### config.mk
export PLATFORM = sky130hd
export DESIGN_NAME = debounce_bank
export DESIGN_NICKNAME = d
export VERILOG_FILES = /design/src/rtl/debounce_bank.sv
export SDC_FILE = /design/constraint.sdc
export NUM_CORES = 1
export LEC_CHECK = 0
export CAP_MARGIN = 5
export CELL_PAD_IN_SITES_DETAIL_PLACEMENT = 0
export CELL_PAD_IN_SITES_GLOBAL_PLACEMENT = 1
export CORE_MARGIN = 3
export CORE_UTILIZATION = 25
export DETAILED_ROUTE_END_ITERATION = 16
export HOLD_SLACK_MARGIN = 0.1
export PLACE_DENSITY = 0.51
export REMOVE_ABC_BUFFERS = 1
export SYNTH_ARGS = -nofsm -noshare
export SYNTH_HDL_FRONTEND = slang
export SYNTH_SLANG_ARGS = --single-unit
### constraint.sdc
create_clock -name clk -period 3.03 [get_ports clk]
set_clock_uncertainty 0.05 [all_clocks]
set_input_delay 0.606 -clock clk [delete_from_list [all_inputs] [get_ports clk]]
set_output_delay 0.606 -clock clk [all_outputs]
set_load 0.005 [all_outputs]
### src/rtl/debounce_bank.sv
// debounce_bank: multi-channel button debouncer.
// Each channel passes through a 2-flop synchroniser, then a tick-driven
// stability counter that only adopts a new level after STABLE_COUNT
// consecutive mismatching ticks. The clean level also drives a hold /
// auto-repeat timer that emits single-cycle btn_hold pulses.
// All outputs are registered; nothing combinational reaches the ports.
module debounce_bank #(
  parameter int N_CH         = 5,
  parameter int STABLE_COUNT = 255,
  parameter int HOLD_COUNT   = 1000,
  parameter int REPEAT_COUNT = 250
) (
  input  logic            clk,
  input  logic            rst,
  input  logic            tick,
  input  logic [N_CH-1:0] btn,
  output logic [N_CH-1:0] btn_clean,
  output logic [N_CH-1:0] btn_rise,
  output logic [N_CH-1:0] btn_fall,
  output logic [N_CH-1:0] btn_hold
);

  // Stability counter counts 0..STABLE_COUNT-1 and never wraps.
  localparam int CW   = $clog2(STABLE_COUNT + 1);
  // Hold counter must reach the larger of the two limits.
  localparam int HMAX = (HOLD_COUNT > REPEAT_COUNT) ? HOLD_COUNT : REPEAT_COUNT;
  localparam int HW   = $clog2(HMAX + 1);

  localparam logic [CW-1:0] CNT_LAST  = CW'(STABLE_COUNT - 1);
  localparam logic [HW-1:0] HOLD_LAST = HW'(HOLD_COUNT - 1);
  // REPEAT_COUNT=0 disables auto-repeat; the limit is then never used.
  localparam logic [HW-1:0] REP_LAST  = (REPEAT_COUNT > 0) ? HW'(REPEAT_COUNT - 1) : '0;
  localparam bit            REP_EN    = (REPEAT_COUNT > 0);

  for (genvar g = 0; g < N_CH; g++) begin : g_ch
    logic          s1;
    logic          s2;
    logic [CW-1:0] cnt;
    logic          clean_q;
    logic          rise_q;
    logic          fall_q;
    logic [HW-1:0] hcnt;
    logic          rep;
    logic          hold_q;
    logic          mismatch;
    logic          update;

    // Synchronised sample differs from the current clean level.
    assign mismatch = (s2 != clean_q);
    // This edge adopts the new level: last required tick of a mismatch run.
    assign update   = mismatch && tick && (cnt == CNT_LAST);

    // Two-flop synchroniser, free running (independent of tick).
    always_ff @(posedge clk) begin
      if (rst) begin
        s1 <= 1'b0;
        s2 <= 1'b0;
      end else begin
        s1 <= btn[g];
        s2 <= s1;
      end
    end

    // Stability filter: any matching sample restarts the count; clean level
    // and the rise/fall pulse update together on the final tick.
    always_ff @(posedge clk) begin
      if (rst) begin
        cnt     <= '0;
        clean_q <= 1'b0;
        rise_q  <= 1'b0;
        fall_q  <= 1'b0;
      end else begin
        rise_q <= update &  s2;
        fall_q <= update & ~s2;
        if (!mismatch) begin
          cnt <= '0;
        end else if (update) begin
          clean_q <= s2;
          cnt     <= '0;
        end else if (tick) begin
          cnt <= cnt + 1'b1;
        end
      end
    end

    // Hold / auto-repeat timer: first pulse after HOLD_COUNT ticks of a
    // steady high level, then every REPEAT_COUNT ticks (rep selects limit).
    // Clearing on an update keeps hold pulses off the rise/fall cycles.
    always_ff @(posedge clk) begin
      hold_q <= 1'b0;
      if (rst || !clean_q || update) begin
        hcnt <= '0;
        rep  <= 1'b0;
      end else if (tick) begin
        if (rep && !REP_EN) begin
          if (hcnt != '1) hcnt <= hcnt + 1'b1;
        end else if (hcnt == (rep ? REP_LAST : HOLD_LAST)) begin
          hold_q <= 1'b1;
          hcnt   <= '0;
          rep    <= 1'b1;
        end else begin
          hcnt <= hcnt + 1'b1;
        end
      end
    end

    assign btn_clean[g] = clean_q;
    assign btn_rise[g]  = rise_q;
    assign btn_fall[g]  = fall_q;
    assign btn_hold[g]  = hold_q;
  end

endmodule
==> results of run 1 <==
[metal layers]
| layer | share of wire [%] | up-vias | wire length (µm) | global-route usage [%] |
|---|---|---|---|---|
| met5 | 0 | - | 0 | 0 |
| li1 | - | 1993 | - | - |
| met2 | 47 | 48 | 4810 | 15.1 |
| met4 | 1.8 | 0 | 185 | 3.85 |
| met3 | 3.2 | 16 | 326 | 3.01 |
| met1 | 48 | 1770 | 4930 | 11.1 |
[synthesized netlist by cell type (8+ instances only)]
| library cell | number | area share [%] |
|---|---|---|
| xnor2_1 | 29 | 4.7 |
| ha_1 | 15 | 3.5 |
| nand3_1 | 29 | 2.7 |
| nor4b_1 | 10 | 1.6 |
| nor2_1 | 118 | 8.3 |
| and3_1 | 11 | 1.3 |
| xor2_1 | 54 | 8.8 |
| clkbuf_1 | 9 | 0.63 |
| inv_1 | 9 | 0.63 |
| buf_4 | 20 | 2.8 |
| nand2_1 | 30 | 2.1 |
| mux2i_1 | 8 | 1.5 |
| nand4_1 | 29 | 3.4 |
| nor2b_1 | 16 | 1.9 |
| dfxtp_1 | 125 | 47 |
[state kept, by name, indices dropped and copies added, names as in the netlist]
register	flops
g_ch.rise_q	5
g_ch.clean_q	5
g_ch.rep	5
g_ch.hold_q	5
g_ch.hcnt	50
g_ch.cnt	40
g_ch.s2	5
g_ch.s1	5
g_ch.fall_q	5
[logic make-up (layout without fill, tap and decap cells)]
group	count (synthesis)	count (layout)
buffers and inverters	46	75
and+or+nand+nor	281	281
muxes	8	8
xor gates and xnor gates	83	83
DFF	125	125
adders and majority gates	15	15
AOI/OAI and AO/OA	27	27
[worst register-to-register path, delay by kind of cell (launching register included)]
family | cells | cell delay, ns
AOI/OAI and AO/OA | 1 | 0.24
DFF | 1 | 0.35
and+or+nand+nor | 4 | 1.26
[how the worst max path moves through the flow]
stage	end	slack, ns	cells after the start
2_1_floorplan	g_ch[2].hcnt[1]	1.20	5
3_3_place_gp	g_ch[4].hcnt[4]	0.62	7
3_5_place_dp	g_ch[4].hcnt[9]	0.54	7
4_1_cts	btn_clean[3]	0.96	1
5_1_grt	g_ch[1].hcnt[6]	0.79	6
6_report	btn_clean[3]	0.98	1
[through the flow]
stage / instances / hold WS (ns) / worst slack [ns] / total power, mW / utilization [%]
global placement: 852 / 0.382 / 0.618 / 1.76 / 28.1
CTS: 884 / 0.389 / 0.956 / 3.78 / 30.9
floorplan: 548 / 0.364 / 1.20 / 1.72 / -
global route: 884 / 0.408 / 0.792 / 3.86 / 30.9
detailed placement: 852 / 0.377 / 0.545 / 1.76 / 28.1
finish: 884 / 0.386 / 0.975 / 3.71 / 30.9
[layout by cell type (no fill, tap or decap), types with 5 or more instances in the layout]
cell type and n:
clkbuf_16 17, inv_1 9, nand3_1 29, nor4b_1 10, ha_1 15, clkdlybuf4s50_1 26
and3_1 11, xnor2_1 29, xor2_1 54, nor3b_1 5, nand2b_1 6, nor2b_1 16
a211oi_1 5, buf_4 6, clkinv_2 5, dfxtp_1 125, nor2_1 118, a21oi_1 6
nand4_1 29, nand2_1 30, mux2i_1 8, nand4b_1 6
[report_power, final]
part           switching (mW)  internal (mW)  leakage, nW  total, mW
registers             0.00634           1.65         1.01       1.66
logic                  0.0370         0.0291        0.833     0.0660
clock network           0.737           1.25        0.283       1.98
[area by class of cell]
class | instances | area, µm² | area share (%)
clock buffers | 21 | 460 | 7.22
clock inverters | 11 | 118 | 1.84
inverters | 9 | 33.8 | 0.530
multi-input cells | 414 | 2590 | 40.7
flip-flops and latches | 125 | 2500 | 39.3
well taps | 270 | 338 | 5.30
repair buffers | 34 | 330 | 5.18
==> summary.txt, run 1 <==
Placement
  – IO Port Bufs: 27
  – RePlAce Congestion: between 0.6 and 0.7
  – Placed Instance Area: a little under 6000 µm²
  – Post-detail-place hpwl: approximately 6900 µm

Synthesis
  – XOR/XNOR Fraction of Synth Area: 13.6%
  – Post-synth cell types: 42
  – Adder-cell area share of the yosys netlist: 3.50%
  – Ys flop type: dfxtp_1
  – Mapped Area: roughly 5400 µm²
  – Post-synthesis mux area share: approximately 1.5%
  – Number of flops mapped to enable cells by yosys: 0
  – Synthesis Warnings: 0
  – Seq/Total Area, Yosys: 46.7%
  – Ys async rst share: 0%
  – Flops & latches, synth: 125
  – Avg Cell Area, Syn: approximately 9.2 µm²
  – Post-Synth Simple-Gate Area: 26.5%
  – Synthesized instance count: 585
  – Main combinational cell family by area after synthesis: simple AND/OR/NAND/NOR gates
  – Complex-gate fraction of the synthesized area: 3.36%

Worst hold path
  – Hold path cells: 1
  – WHS Endpoint: g_ch[1].s2
  – Hold_sp: g_ch[1].s1
  – Min-Delay Path Class: reg2reg

Setup path
  – Req. time, crit path: about 2.4 ns
  – Worst r2r src: g_ch[2].hcnt[1]
  – Data arrival time of the worst path: ~1.4 ns
  – Setup slack, reg-to-reg: 1.01 ns
  – Kind of cell adding the most delay to the critical path: buffers and inverters
  – CP Buf/Inv Count: 1
  – CP max stage cell: clkdlybuf4s50_1
  – Setup crit end kind: output pin
  – Critical Path Fanout Max: 5
  – CP Cell Sequence: clkdlybuf4s50_1
  – Register-to-Register Path Depth: 5
  – CP Launch Point: g_ch[3].clean_q
  – Worst R2R End: g_ch[2].hcnt[4]
  – Maximum single-stage delay on the critical path: 0.55 ns
  – Startpoint types: register
  – Crit Path Category: reg2out

Die
  – # IOs: 28
  – Die area: about 23000 µm²
  – Core box area: roughly 21000 µm²
  – FP Rows: 52
  – Die X: 152 µm
  – Initial core utilization: about 26%
  – DIE HEIGHT: 152 µm

Timing
  – RSZ-0062 raised after global routing: false
  – Max-slew violations: 0
  – Setup TNS: 0 ns
  – Final min period: between 2 and 2.5 ns
  – Period utilization: 67.8%
  – Fin. Hold Viols: 0
  – Setup violators final: 0
  – Max transition margin: 69.9%
  – Actual slew at the worst max-slew pin: 0.449 ns
  – Fmax: approximately 500 MHz

Status
  – Status: completed

Clock tree
  – Clock latency on the worst-skew pair: 0.41 ns
  – H-tree depth: 4
  – Clock Sinks: 125
  – Root Buffer: clkbuf_16
  – Post-cts gate resize count: 0
  – CTS tree: built
  – Post-CTS Hold Fix Bufs: 0
  – Clock slew at reported path FFs: 0.06 ns
  – Setup Fix Bufs, Post-CTS: 0
  – Clock buffer depth: 2
  – CTS buffer count: 17

Final layout
  – Final Cell Area: 6370 µm²
  – Number of diodes: 0
  – Nets: 624
  – Ratio of cells with drive above 1 in the final layout: 7.00%
  – Layout area overhead: 19.0%
  – Fillcell total: 2130

Detailed routing
  – Via count: 3827
  – First-pass DRT Iterations: 6
  – Final WL: 10200 µm
  – DR vias/cell: ~4.3
  – DRC Markers: 0
  – Post-DRT Antenna Nets: 0
  – DRT iter0 DRCs: around 130
  – DR WL/cell: 11.6 µm

Global route
  – Total gr overflow: 0
  – Tot GR Track Use: 9.21%
  – Largest net degree at the start of global routing: 31
  – First-pass GRT wire length: 17800 µm
  – Initial antenna violation count: 0
  – Vias in the first global route: roughly 3800

Job
  – MaxCap Viol Count: 0

Pwr
  – Lkg Pwr: approximately 2.1 nW
  – Max VDD drop: 0.000293 V
  – Pwr per Cell Area: 582 nW/µm²
Note: power is estimated with default switching activity, not from simulation.
==> run 2: changes to the inputs <==
clock period = 2 ns   (was 3.03 ns; I/O delays follow)
==> summary.txt, run 2 (synthesized netlist as in run 1, its figures left out) <==
Timing
  – Final min period: 1.84 ns
  – Max transition margin: 74.0% (+4.1 points)
  – Max-slew violations: 0 (unchanged)
  – Fmax: 543 MHz
  – WHS: 0.390 ns (+0.00409 ns)
  – RSZ-0062 raised after global routing: false
  – Setup TNS: 0 ns (unchanged)
  – Fin. Hold Viols: 0 (unchanged)
  – Actual slew at the worst max-slew pin: 0.385 ns (-0.0640 ns)
  – Period utilization: about 90%
  – Setup violators final: 0 (unchanged)

Pwr
  – Lkg Pwr: 2.27 nW (+6.8%)
  – Int Pwr: 4.78 mW (+63%)
  – Switching Power: 1.13 mW (+45%)
  – Max VDD drop: 0.000475 V (+62%)
  – Clock power share: 55.6% (+2.1 points)
  – Seq pwr share: 42.6% (-2.1 points)
  – Sw Share: 19.1% (-1.9 points)
  – Power share of the combinational group: 1.8% (about the same)
  – Pwr per Cell Area: 894 nW/µm² (+54%)
  – Final Power: 5.91 mW (+59%)

Clock tree
  – Root Buffer: clkbuf_16
  – CTS tree: built
  – Clock Sinks: 125 (unchanged)
  – H-tree depth: 4 (unchanged)
  – Clock latency on the worst-skew pair: 0.41 ns (about the same)
  – Clock buffer depth: 2 (unchanged)
  – CTS buffer count: 17 (unchanged)
  – Setup Fix Bufs, Post-CTS: 0 (unchanged)
  – Clock slew at reported path FFs: 0.05 ns (about the same)

Setup path
  – Req. time, crit path: 1.55 ns (-0.82 ns)
  – Maximum single-stage delay on the critical path: 0.56 ns (about the same)
  – CP max stage cell: clkdlybuf4s50_1
  – Data arrival time of the worst path: 1.39 ns (about the same)
  – Startpoint types: register
  – CP Buf/Inv Count: 1 (unchanged)
  – Setup crit end kind: output pin
  – CP Cell Sequence: clkdlybuf4s50_1
  – Register-to-Register Path Depth: 5 (unchanged)
  – Setup slack, reg-to-reg: 0.21 ns (-0.80 ns)
  – Worst R2R End: g_ch[2].hcnt[4]
  – Worst r2r src: g_ch[2].hcnt[2]
  – Crit Path Category: reg2out
  – Critical Path Fanout Max: 5 (unchanged)
  – Kind of cell adding the most delay to the critical path: buffers and inverters

Detailed routing
  – DR vias/cell: 4.27 (-1.3%)
  – Final WL: 10200 µm (-0.37%)
  – First-pass DRT Iterations: 5 (-1)
  – Via count: 3863 (+0.94%)
  – DRT iter0 DRCs: 109 (-13%)
  – Post-DRT Antenna Nets: 0 (unchanged)
  – DRC Markers: 0 (unchanged)
  – DR WL/cell: 11.3 µm (-2.6%)

Die
  – Die X: 152 µm (unchanged)
  – FP Rows: 52 (unchanged)
  – # IOs: 28 (unchanged)
  – DIE HEIGHT: 152 µm (unchanged)
  – Core box area: 20600 µm² (unchanged)
  – Initial core utilization: 26.0% (unchanged)
  – Die area: 23200 µm² (unchanged)

Placement
  – Post-detail-place hpwl: 7250 µm (+4.4%)
  – RePlAce Congestion: 0.752 (+8.1%)
  – Placed Instance Area: 5970 µm² (+3.0%)
  – IO Port Bufs: 27 (unchanged)

Final layout
  – Layout area overhead: 23.3%
  – Most frequent cells in the layout: dfxtp_1 (125), nor2_1 (118), xor2_1 (54)
  – Most flops, register: g_ch.hcnt
  – Final Util: 32.0% (+1.1 points)
  – Number of diodes: 0 (unchanged)
  – Ratio of cells with drive above 1 in the final layout: 10.6% (+3.6 points)
  – Final Cell Area: 6600 µm² (+3.6%)
  – Max reg flops: 50 (unchanged)
  – Nets: 647 (+3.7%)
  – Commonest non-fill, non-tap cell in the layout: dfxtp_1
  – Biggest regs: g_ch.hcnt x50, g_ch.cnt x40

Job
  – MaxCap Viol Count: 0 (unchanged)

Worst hold path
  – Hold path cells: 1 (unchanged)
  – Min-Delay Path Class: reg2reg
  – Hold_sp: g_ch[2].s1
  – WHS Endpoint: g_ch[2].s2

Global route
  – Total gr overflow: 0 (unchanged)
  – First-pass GRT wire length: 18100 µm (+1.4%)
  – Initial antenna violation count: 0 (unchanged)
  – Largest net degree at the start of global routing: 20 (-35%)
  – Vias in the first global route: 3949 (+5.1%)
  – Tot GR Track Use: 9.43% (+0.22 points)

Status
  – Status: completed
==> run 2: stage by stage <==
stage | std cells | setup WS (ns)
2_1_floorplan | 548 | 0.174
3_3_place_gp | 875 | 0.0990
3_5_place_dp | 875 | 0.0802
4_1_cts | 904 | 0.0516
5_1_grt | 904 | 0.0382
6_report | 904 | 0.159
==> run 2: cell type report <==
| class | instances | area [µm²] |
|---|---|---|
| fillers | 2101 | 14000 |
| multi-input cells | 414 | 2600 |
| flip-flops and latches | 125 | 2500 |
| repair buffers | 57 | 503 |
| clock buffers | 22 | 494 |
| well taps | 270 | 338 |
| clock inverters | 7 | 135 |
| inverters | 9 | 33.8 |
==> run 2: timing repair <==
item | in CTS | in global routing
hold buffers | 0 | 0
setup endpoints to repair | 0 | 18
resized for setup | 0 | 2
==> run 2: metal layers <==
metal	up-vias	wire (µm)	GRT usage [%]
met3	13	291	3.38
met1	1779	5050	11.6
li1	2039	-	-
met4	0	172	4.32
met5	-	0	0
met2	32	4700	14.9
==> run 2: power by group through the flow <==
stage / combinational [mW] / clock [mW] / sequential [mW]
finish: 0.107 / 3.29 / 2.51
global route: 0.119 / 3.50 / 2.51
CTS: 0.109 / 3.40 / 2.51
detailed placement: 0.109 / 0 / 2.57
global placement: 0.108 / 0 / 2.57
floorplan: 0.0362 / 0 / 2.56
==> run 2: how the worst max path moves through the flow <==
stage                     from               to  slack, ns  cells after the start
2_1_floorplan  g_ch[2].hcnt[2]  g_ch[2].hcnt[1]       0.17                      5
3_3_place_gp   g_ch[2].hcnt[1]  g_ch[2].hcnt[1]        0.1                      5
3_5_place_dp   g_ch[1].hcnt[1]  g_ch[1].hcnt[8]       0.08                      5
4_1_cts        g_ch[2].hcnt[2]  g_ch[2].hcnt[4]       0.05                      5
5_1_grt        g_ch[1].hcnt[1]  g_ch[1].hcnt[8]       0.04                      5
6_report       g_ch[4].clean_q     btn_clean[4]       0.16                      1
